**src/rtl/mult_unit.sv**
```systemverilog
// mult_unit: iterative shift-add multiplier for the ALU MULT operation.
// Fixed WIDTH-cycle latency; BUSY stalls the pipeline until DONE.
module mult_unit #(
    parameter int WIDTH = 8,
    parameter int CNT_W = 4
) (
    input  logic             CLK,
    input  logic             RESET,
    input  logic             START,
    input  logic [WIDTH-1:0] DATA1,
    input  logic [WIDTH-1:0] DATA2,
    output logic [WIDTH-1:0] RESULT,
    output logic             OVERFLOW,
    output logic             BUSY,
    output logic             DONE
);

    typedef enum logic [1:0] {
        S_IDLE,
        S_RUN,
        S_DONE
    } state_t;

    localparam logic [CNT_W-1:0] LAST = CNT_W'(WIDTH - 1);

    state_t             state;
    logic [2*WIDTH-1:0] mcand;
    logic [2*WIDTH-1:0] prod;
    logic [2*WIDTH-1:0] prod_nxt;
    logic [WIDTH-1:0]   mplier;
    logic [CNT_W-1:0]   cnt;

    always_comb begin
        prod_nxt = prod;
        if (mplier[0]) prod_nxt = prod + mcand;
    end

    always_ff @(posedge CLK) begin
        if (RESET) begin
            state    <= S_IDLE;
            mcand    <= '0;
            mplier   <= '0;
            prod     <= '0;
            cnt      <= '0;
            RESULT   <= '0;
            OVERFLOW <= 1'b0;
            BUSY     <= 1'b0;
            DONE     <= 1'b0;
        end else begin
            case (state)
                S_IDLE, S_DONE: begin
                    DONE <= 1'b0;
                    if (START) begin
                        mcand  <= {{WIDTH{1'b0}}, DATA1};
                        mplier <= DATA2;
                        prod   <= '0;
                        cnt    <= '0;
                        BUSY   <= 1'b1;
                        state  <= S_RUN;
                    end else begin
                        state <= S_IDLE;
                    end
                end
                S_RUN: begin
                    prod   <= prod_nxt;
                    mcand  <= mcand << 1;
                    mplier <= mplier >> 1;
                    cnt    <= cnt + 1'b1;
                    // last iteration: publish the completed product
                    if (cnt == LAST) begin
                        RESULT   <= prod_nxt[WIDTH-1:0];
                        OVERFLOW <= |prod_nxt[2*WIDTH-1:WIDTH];
                        BUSY     <= 1'b0;
                        DONE     <= 1'b1;
                        state    <= S_DONE;
                    end
                end
                default: begin
                    BUSY  <= 1'b0;
                    DONE  <= 1'b0;
                    state <= S_IDLE;
                end
            endcase
        end
    end

endmodule

```
**config.mk**
```make
export PLATFORM = sky130hd
export DESIGN_NAME = mult_unit
export DESIGN_NICKNAME = d
export VERILOG_FILES = /design/src/rtl/mult_unit.sv
export SDC_FILE = /design/constraint.sdc
export NUM_CORES = 1
export LEC_CHECK = 0
export CAP_MARGIN = 5
export CORE_ASPECT_RATIO = 2
export CORE_MARGIN = 5
export CORE_UTILIZATION = 30
export DETAILED_ROUTE_END_ITERATION = 16
export PLACE_DENSITY_LB_ADDON = 0.1
export SLEW_MARGIN = 10
export SYNTH_ARGS = -nofsm -noshare
export SYNTH_HDL_FRONTEND = slang
export SYNTH_SLANG_ARGS = --single-unit
```
**constraint.sdc**
```tcl
create_clock -name CLK -period 2.41 [get_ports CLK]
set_clock_uncertainty 0.15 [all_clocks]
set_input_delay 0.241 -clock CLK [delete_from_list [all_inputs] [get_ports CLK]]
set_output_delay 0.241 -clock CLK [all_outputs]
set_load 0.005 [all_outputs]
```
### After elaboration in Yosys (flattened, before gate mapping)

Cells that the tools add are included.

* input bits: 19
* flip-flop bits (word level): 57
* bits in writable memories: 0
* latch bits: 0
* bits in read-only memories: 0
* memories: 0
* logic and storage cells: 40

* shift operators: 0
* equal/unequal tests: 5
* muxes and demuxes: 15
* $lt $le $gt $ge: 0
* div/mod/pow operators: 0
* bitwise gates (word level): 1
* reduce and logical (&&, ||, !) cells: 8
* multiply operators: 0
* $add $sub $neg: 2

Operators by type and width (count)
* $pmux W16 S2: 2
* $mux W16: 3
* $add A16 B16 Y16: 1
* $pmux W8 S2: 1
* $mux W8: 1
* $pmux W4 S2: 1
* $reduce_or A8 Y1: 1
* $reduce_and A2 Y1: 3
* $add A4 B1 Y4 const B: 1
* $eq A4 B3 Y1 const B: 1
* $mux W4: 1
* $ne A2 B2 Y1 const B: 2
* $pmux W2 S2: 1
* $reduce_or A2 Y1: 2
* $mux W1: 3
* $eq A2 B1 Y1 const B: 1
* $eq A2 B2 Y1 const B: 1
* $logic_not A2 Y1: 1
* $mux W2: 1
* $pmux W1 S2: 1
* $reduce_bool A2 Y1: 1
* $not A1 Y1: 1

### Logic depth before layout (Yosys ltp)

Gate-level depths: netlist of run 1.

* depth after elaboration: 4
* gate-level depth with buffers: 10

### Worst setup path before layout of run 1

Ideal clock, no wire load.

* path kind: register -> register
* start point: register mcand[0]
* end point: register OVERFLOW
* slack: -176 ps
* arrival: 2308 ps
* library setup time: 128 ps
* required time: 2132 ps
* stages on the path, launching flop included: 11
* path through: dfxtp_1 -> ha_1 -> fa_1 -> a211oi_2 -> nor2_1 -> or2_1 -> o21ai_1 -> xor2_1 -> a31oi_1 -> a2111oi_2 -> a31oi_1

* word-level cells in the longest chain between the ends: 3

Ends and longest elaborated chain
* start: declaration: line 27 `logic [2*WIDTH-1:0] mcand;`
* start signal: assignment: line 54 `mcand <= {{WIDTH{1'b0}}, DATA1};`
* start signal: assignment: line 66 `mcand <= mcand << 1;`
* $add A16 B16 Y16: line 35 `if (mplier[0]) prod_nxt = prod + mcand;`
* $mux W16: line 35
* $reduce_or A8 Y1: line 72 `OVERFLOW <= |prod_nxt[2*WIDTH-1:WIDTH];`
* end signal: assignment: line 72
* end: declaration: line 13 `output logic OVERFLOW,`

No other way between the ends.
A chain may end at the register's enable or synchronous reset.

### Worst setup path after layout of run 1

Ends and elaborated chain as after synthesis.

==> results of run 1 <==
## critical path, delay by kind of cell, from the launching register on
| family | cells | cell delay, ps |
|---|---|---|
| fa+ha+maj | 2 | 540 |
| compound gates | 5 | 920 |
| simple gates | 2 | 300 |
| xor+xnor | 1 | 200 |
| flops | 1 | 330 |
## power by group through the flow
stage	clock network, W	logic, W	registers (W)
6_report	0.00143	0.000239	0.000990
5_1_grt	0.00151	0.000266	0.000992
4_1_cts	0.00146	0.000243	0.000990
3_5_place_dp	0	0.000242	0.00101
3_3_place_gp	0	0.000243	0.00101
2_1_floorplan	0	0.000132	0.00100
## state kept, by name, summed over array words and instances, names as in the netlist
name,cells
mcand,16
BUSY,1
cnt,4
prod,16
RESULT,8
OVERFLOW,1
mplier,8
DONE,1
state,2
## synthesized netlist by cell type (all sizes together), types with 7 or more instances
master,number
o21ai,27
nor2,24
clkbuf,11
mux2i,10
ha,16
dfxtp,57
a22oi,16
a22o,15
xnor2,9
a21oi,35
inv,7
nand2,39
## per-stage QoR
stage / area, um^2 / instances / setup TNS (ps) / hold WS (ps)
floorplan: 2872 / 321 / 0 / 251.8
global placement: 3585 / 489 / -187.2 / 294.3
detailed placement: 3585 / 489 / -279.2 / 296.9
CTS: 3935 / 504 / -239.6 / 307.7
global route: 3980 / 505 / -665.4 / 319.1
finish: 3980 / 505 / -165.8 / 303.4
## per-layer routing
layer  track usage [%]  part of all wire [%]  up-vias
met5                 0                     0        -
met4             10.67                   5.3        0
met3             3.576                   3.3       26
met2             30.62                    56       55
met1             14.93                    36     1256
li1                  -                     -     1330
## area by class of cell
class	count	area (um^2)	area share, %
tap	104	130.1	3.269
sequential	57	1144	28.73
multi-input combinational	243	1680	42.22
timing repair buffer	79	669.4	16.82
clock buffer	13	270.3	6.790
inverter	7	26.28	0.6602
clock inverter	2	60.06	1.509
## kinds of logic (layout without fill, tap and decap cells)
kind of cell	count (synthesis)	after routing	synth area share, %
compound gates	118	118	28.15
xor+xnor	12	12	3.667
fa+ha+maj	17	17	7.682
buf+inv	21	101	3.536
flops	57	57	39.81
mux	13	13	4.671
simple gates	83	83	12.48
## how the worst min path moves through the flow
stage | end | slack, ps | cells past startpoint
3_3_place_gp | mplier[4]$_SDFFE_PP0P_ | 290 | 2
6_report | mplier[2]$_SDFFE_PP0P_ | 300 | 2
4_1_cts | mplier[1]$_SDFFE_PP0P_ | 310 | 2
5_1_grt | mplier[5]$_SDFFE_PP0P_ | 320 | 2
3_5_place_dp | RESULT[6]$_SDFFE_PP0P_ | 300 | 2
2_1_floorplan | mplier[7]$_SDFFE_PP0P_ | 250 | 2
## repair_timing
action / 4_1_cts / 5_1_grt
setup buffers: 0 / 1
pin swaps: 4 / 4
gates resized for setup: 6 / 10
endpoints found under the setup margin: 2 / 7
hold buffers: 0 / 0
==> results.cfg, run 1 <==
[power_and_ir_drop]
ir_drop_v = 0.0004097
p_leak_nw = 1.658
power_w = 0.002659
pwr-share-seq_pct = 37.2
p_comb_share_pct = 9.0
p_sw_share_pct = 22.42
p_sw_w = 0.0005961
p_int_w = 0.002063
clock_power_share_pct = 53.8
power_density_nw_per_um2 = 668.1

[floorplanning]
row_count = 50
core_area_um2 = 9384
die_h_um = 148.2
io_pins = 30
dieWidth_um = 79.12
fp.dieArea_um2 = 11730
initial_utilization_pct = 30.55

[drt]
drc = 0
detail-route-antenna-nets = 0
drt-total-wl_um = 8664
dr_total_vias = 2667
drt_iter0_markers = 89
via_per_inst = 5.281
wl_per_cell_um = 17.16
dr.pass1.iters = 4

[clock_network]
cts.clk_slew.worst_paths_ps = 50
clkLatencyLatePin_ps = 330
clock_sinks = 57
h-tree-depth = 3
root_buffer = clkbuf_16
clockBufferDepth = 2
cts_tree = built
numCtsBuffers = 9

[sta]
fin_crit_sh_pct = 106.9
rsz0062_at_grt = yes
relSlewSlack_pct = 64.84
setup_ws_ps = -165.8
fin_crit_ps = 2576
finalHoldViolations = 0
slew_viol_final = 0
max_clock_freq_mhz = 388.2
setup_violations = 1
worst_slew_pin_slew_ps = 526.6

[critical_path]
cp-end-kind = register
r2r-start = mcand[0]$_SDFFE_PP0P_
crit_top_cell = a31oi_1
rr_worst_depth = 10
path_max_fanout = 3
critPathKind = register to register
crit_end = OVERFLOW$_SDFFE_PP0P_
required_ps = 2460
cp_cell_sequence = ha_4 -> fa_2 -> a211oi_2 -> nor2_2 -> or2_1 -> o21ai_1 -> xor2_1 -> a31oi_1 -> a2111oi_2 -> a31oi_1
worstSetupStartpoint = mcand[0]$_SDFFE_PP0P_
start_kind = register
cp.arrival_ps = 2630
cpMaxStageDelayCell = fa_2
critPathMaxStageDelay_ps = 370
worstReg2RegEnd = OVERFLOW$_SDFFE_PP0P_
r2r_slack_ps = -170

[final_layout]
nFillCells = 957
final_util_pct = 42.41
final_common_cell = dfxtp_1
area_growth_pct = 38.85
drive_gt1_share_pct = 23.19
fin_nets = 433
final_cell_mix = 55 x dfxtp_1, 49 x buf_4, 39 x nand2_1
diodes = 0

[synth]
synth-seq-cells = 57
ys_seq_area_share_pct = 39.81
synthArstFlopShare_pct = 0
synth_top_area_cell = dfxtp_1
yosys.area.top_type_share_pct = 39.81
synthFlopType = dfxtp_1
synth_edf_count = 0
syn_avg_cell_area_um2 = 8.930
synthCells = 321
synth_area_leaders = dfxtp_1 40%, ha_1 7.0%, a21oi_1 5.9%, nand2_1 5.1%, a22o_1 4.3%
syn_area_um2 = 2866
syn-num-nets = 357
yosysUniqueCellTypes = 46
synth_warnings = 0

[grt]
grt_use_total_pct = 16.19
grt_pass1_vias = 2793
grt_pass1_wl_um = 14030
grt-ovfl-total = 0
antenna_found_initial = 0
grt_max_degree = 29

[placed_design]
gp_congestion = 0.8775
io_buffers = 29
pre_cts_slack_ps = -183.9
dpl.hpwl_um = 6510

[flow_run]
drv_cap = 0

[hold_path]
hp-class = register to register
holdCritStartpoint = mplier[2]$_SDFFE_PP0P_

[status]
status = complete, but fails checks
failed_checks = setup timing
No activity file was read; power rests on OpenSTA's default activity.
==> inputs of run 2 (changes only) <==
--- a/config.mk
+++ b/config.mk
@@ -8,7 +8,7 @@
 export CAP_MARGIN = 5
 export CORE_ASPECT_RATIO = 2
 export CORE_MARGIN = 5
-export CORE_UTILIZATION = 30
+export CORE_UTILIZATION = 43
 export DETAILED_ROUTE_END_ITERATION = 16
 export PLACE_DENSITY_LB_ADDON = 0.1
 export SLEW_MARGIN = 10
==> constraint.sdc (replaced) <==
create_clock -name CLK -period 3.3 [get_ports CLK]
set_clock_uncertainty 0.15 [all_clocks]
set_input_delay 0.33 -clock CLK [delete_from_list [all_inputs] [get_ports CLK]]
set_output_delay 0.33 -clock CLK [all_outputs]
set_load 0.005 [all_outputs]
==> results.cfg, run 2 (synthesis results as in run 1) <==
[critical_path]
crit_top_cell = a31oi_1
start_kind = register
r2r-start = mcand[0]$_SDFFE_PP0P_
required_ps = 3360
path_depth = 10
rr_worst_depth = 10
path_max_fanout = 3
cp_cell_sequence = ha_1 -> fa_1 -> a211oi_2 -> nor2_1 -> or2_1 -> o21ai_1 -> xor2_1 -> a31oi_1 -> a2111oi_2 -> a31oi_1
critPathKind = register to register
r2r_slack_ps = 500
critPathMaxStageDelay_ps = 450
crit_end = OVERFLOW$_SDFFE_PP0P_
cp.arrival_ps = 2860
worstSetupStartpoint = mcand[0]$_SDFFE_PP0P_
cp-end-kind = register
cpMaxStageDelayCell = fa_1
path_delay_family = compound AO/OA/AOI/OAI gates
path_buf_inv = 0
worstReg2RegEnd = OVERFLOW$_SDFFE_PP0P_

[power_and_ir_drop]
power_density_nw_per_um2 = 496.4
ir_drop_v = 0.0003491
p_leak_nw = 1.395

[clock_network]
numCtsBuffers = 9
cts_resized = 0
h-tree-depth = 3
postCtsHoldBufs = 0
cts_tree = built
root_buffer = clkbuf_16
clock_sinks = 57
clkLatencyLatePin_ps = 330
cts.clk_slew.worst_paths_ps = 50
cts_setup_buffers = 0
clockBufferDepth = 2

[sta]
relSlewSlack_pct = 36.16
max_clock_freq_mhz = 356.5
fin_setup_tns_ps = 0
fin_crit_sh_pct = 85.00
finalHoldViolations = 0
slew_viol_final = 0
fin_crit_ps = 2805
rsz0062_at_grt = no
worst_slew_pin_slew_ps = 950.3
setup_violations = 0

[floorplanning]
core_area_um2 = 6569
fp.dieArea_um2 = 8498
row_count = 42
io_pins = 30
die_h_um = 125.5
dieWidth_um = 67.74
initial_utilization_pct = 43.64

[grt]
grt_max_degree = 28
antenna_found_initial = 0
grt_pass1_vias = 2531
grt-ovfl-total = 0
grt_pass1_wl_um = 12250
grt_use_total_pct = 19.37

[placed_design]
place_area_um2 = 3259
gp_congestion = 0.8578
dpl.hpwl_um = 5454
io_buffers = 29

[drt]
drc = 0
wl_per_cell_um = 16.27
dr_total_vias = 2488
dr.pass1.iters = 4
drt-total-wl_um = 7288
drt_iter0_markers = 148
via_per_inst = 5.554
detail-route-antenna-nets = 0

[final_layout]
drive_gt1_share_pct = 10.83
design_area_um2 = 3545
final_common_cell = dfxtp_1
fin_nets = 392
diodes = 0
final_cell_mix = 57 x dfxtp_1, 39 x nand2_1, 34 x a21oi_1
reg.largest.list = mcand (16), prod (16)
area_growth_pct = 23.66

[hold_path]
hp-class = register to register

[status]
status = finished, final reports clean

[flow_run]
drv_cap = 0
==> run 2: power breakdown <==
| part | switching, W | total [W] | internal, W |
|---|---|---|---|
| registers | 0.0000172 | 0.000726 | 0.000708 |
| clock network | 0.000311 | 0.000885 | 0.000573 |
| logic | 0.0000861 | 0.000149 | 0.0000634 |
==> run 2: area by class of cell <==
cell class / instances / area, um^2
sequential: 57 / 1141
inverter: 7 / 26.28
clock inverter: 6 / 60.06
multi-input combinational: 243 / 1624
timing repair buffer: 38 / 357.8
fill: 623 / 3024
clock buffer: 9 / 225.2
tap: 88 / 110.1
==> run 2: worst min path at each step <==
| stage | cells past startpoint | slack, ps | to | start |
|---|---|---|---|---|
| 4_1_cts | 2 | 300 | mplier[1]$_SDFFE_PP0P_ | mplier[1]$_SDFFE_PP0P_ |
| 3_3_place_gp | 2 | 290 | mplier[1]$_SDFFE_PP0P_ | mplier[1]$_SDFFE_PP0P_ |
| 5_1_grt | 2 | 330 | mplier[1]$_SDFFE_PP0P_ | mplier[1]$_SDFFE_PP0P_ |
| 3_5_place_dp | 2 | 300 | mplier[1]$_SDFFE_PP0P_ | mplier[1]$_SDFFE_PP0P_ |
| 2_1_floorplan | 2 | 290 | mplier[1]$_SDFFE_PP0P_ | mplier[1]$_SDFFE_PP0P_ |
| 6_report | 2 | 300 | mplier[4]$_SDFFE_PP0P_ | mplier[4]$_SDFFE_PP0P_ |
==> run 2: routing by layer <==
layer / share of wire (%) / global-route usage (%) / vias to the layer above
met5: 0 / 0 / -
met4: 3.2 / 8.852 / 0
met3: 3.0 / 5.027 / 13
met2: 56 / 34.69 / 37
met1: 38 / 19.96 / 1189
li1: - / - / 1249
==> run 2: stage by stage <==
step           util [%]  total power, W  setup WS [ps]  hold slack [ps]  instances
2_1_floorplan         -       0.0008285          714.2            286.8        321
3_3_place_gp      49.62       0.0008889          595.3            293.0        433
3_5_place_dp      49.62       0.0008897          511.8            297.0        433
4_1_cts           53.96        0.001781          474.7            303.8        448
5_1_grt           53.96        0.001827          226.3            333.8        448
6_report          53.96        0.001760          495.0            304.3        448
==> run 2: worst reg2reg max path, delay by kind of cell, from the launching register on <==
family | cells | cell delay, ps
xor gates and xnor gates | 1 | 200
DFF | 1 | 330
and+or+nand+nor | 2 | 300
adders and majority gates | 2 | 710
AOI/OAI and AO/OA | 5 | 990
==> inputs of run 3 (changes only) <==
==> constraint.sdc (replaced) <==
create_clock -name CLK -period 2.5 [get_ports CLK]
set_clock_uncertainty 0.15 [all_clocks]
set_input_delay 0.25 -clock CLK [delete_from_list [all_inputs] [get_ports CLK]]
set_output_delay 0.25 -clock CLK [all_outputs]
set_load 0.005 [all_outputs]
==> results.cfg, run 3 (synthesis results as in run 1) <==
[critical_path]
cp-end-kind = register
r2r_slack_ps = -80
required_ps = 2600
critPathKind = register to register
cp.arrival_ps = 2680
path_max_fanout = 2
start_kind = register
r2r-start = mcand[0]$_SDFFE_PP0P_
worstReg2RegEnd = OVERFLOW$_SDFFE_PP0P_
rr_worst_depth = 11

[final_layout]
drive_gt1_share_pct = 18.82
final_cell_mix = 53 x dfxtp_1, 39 x nand2_1, 31 x a21oi_1
seq_area_um2 = 1149
final_common_cell = dfxtp_1
diodes = 0
area_growth_pct = 31.60
reg.largest.list = mcand (16), prod (16)
fin_nets = 404
multi_input_area_um2 = 1743
nFillCells = 608

[sta]
setup_ws_ps = -82.97
fin_setup_tns_ps = -96.67
max_clock_freq_mhz = 387.2
relSlewSlack_pct = 34.52
fin_crit_ps = 2583
slew_viol_final = 0
finalHoldViolations = 0
fin_crit_sh_pct = 103.3
worst_slew_pin_slew_ps = 974.7
rsz0062_at_grt = yes
setup_violations = 2

[floorplanning]
fp.dieArea_um2 = 8498
row_count = 42
initial_utilization_pct = 43.64
io_pins = 30
die_h_um = 125.5
dieWidth_um = 67.74
core_area_um2 = 6569

[placed_design]
gp_congestion = 0.8557
pre_cts_slack_ps = -117.1
dpl.hpwl_um = 5555
io_buffers = 29

[clock_network]
numCtsBuffers = 9
root_buffer = clkbuf_16
cts_tree = built
clock_sinks = 57
h-tree-depth = 3
postCtsHoldBufs = 0
clkLatencyLatePin_ps = 330
clockBufferDepth = 2
cts.clk_slew.worst_paths_ps = 50

[grt]
grt_use_total_pct = 19.54
grt_pass1_vias = 2599
grt_pass1_wl_um = 12290
antenna_found_initial = 0
grt_max_degree = 29
grt-ovfl-total = 0

[power_and_ir_drop]
power_density_nw_per_um2 = 632.9
p_leak_nw = 1.485
ir_drop_v = 0.0004172

[hold_path]
hp-class = register to register
holdCritStartpoint = mplier[3]$_SDFFE_PP0P_
worstHoldPathCells = 2
holdPathEnd = mplier[3]$_SDFFE_PP0P_

[drt]
drc = 0
drt_iter0_markers = 163
detail-route-antenna-nets = 0
wl_per_cell_um = 16.39
wl_met1_um = 2754
top_layer = met4
via_per_inst = 5.563
dr_total_vias = 2559
met2_length_um = 4241
dr.pass1.iters = 4
drt-total-wl_um = 7539
wl_met3_um = 232

[flow_run]
drv_cap = 0

[status]
status = complete, but fails checks
failed_checks = setup timing
## run 3: cell types whose count changed in the layout (fill, tap and decap cells not counted), sizes merged
| cell | delta |
|---|---|
| buf | +12 |
| clkbuf | +3 |
| clkinvlp | -2 |
| clkinv | -1 |
## run 3: final cells by class
cell class | instances | area share [%]
clock buffers | 12 | 6.799
clock inverters | 3 | 1.061
inverters | 7 | 0.6965
multi-input cells | 243 | 46.20
flip-flops and latches | 57 | 30.45
well taps | 88 | 2.919
repair buffers | 50 | 11.87
## run 3: report_power, final
| part | internal [W] | switching, W |
|---|---|---|
| registers | 0.000935 | 0.0000233 |
| clock network | 0.000815 | 0.000403 |
| logic | 0.0000950 | 0.000117 |
## run 3: worst max path at each step
stage	startpoint	to	slack (ps)	depth (start not counted)
finish	mcand[0]$_SDFFE_PP0P_	OVERFLOW$_SDFFE_PP0P_	-80	11
detailed placement	mcand[0]$_SDFFE_PP0P_	OVERFLOW$_SDFFE_PP0P_	-120	10
global placement	mcand[0]$_SDFFE_PP0P_	OVERFLOW$_SDFFE_PP0P_	-70	10
CTS	prod[1]$_SDFFE_PP0P_	OVERFLOW$_SDFFE_PP0P_	-60	9
global route	mcand[0]$_SDFFE_PP0P_	OVERFLOW$_SDFFE_PP0P_	-190	11
floorplan	mcand[0]$_SDFFE_PP0P_	OVERFLOW$_SDFFE_PP0P_	3	10
## run 3: through the flow
step	cells	power [W]	util, %	hold slack (ps)	area, um^2
3_3_place_gp	445	0.001180	51.07	294.5	3354
3_5_place_dp	445	0.001183	51.07	300.5	3354
4_1_cts	460	0.002413	56.29	307.5	3697
5_1_grt	460	0.002474	57.43	319.5	3772
6_report	460	0.002387	57.43	304.3	3772
2_1_floorplan	321	0.001094	-	260.8	2872
## run 3: critical path: stages (launching register included)
cell	delay, ps
dfxtp_2	330
ha_4	170
fa_2	350
a211oi_2	250
nor2_1	80
nor3_1	190
o21ai_1	130
buf_4	170
a21oi_4	120
o21ai_2	90
mux2_4	320
a31oi_1	170
## run 3: repair_timing
action	in CTS	in global routing
setup buffers	0	0
resized for setup	12	14
hold endpoints to repair	0	0
pin swaps	14	9
endpoints found under the setup margin	2	6
## run 3: per-layer routing
metal / vias up / global-route usage (%)
met5: - / 0
met3: 23 / 4.847
met4: 0 / 10.89
li1: 1265 / -
met2: 43 / 35.96
met1: 1228 / 18.42
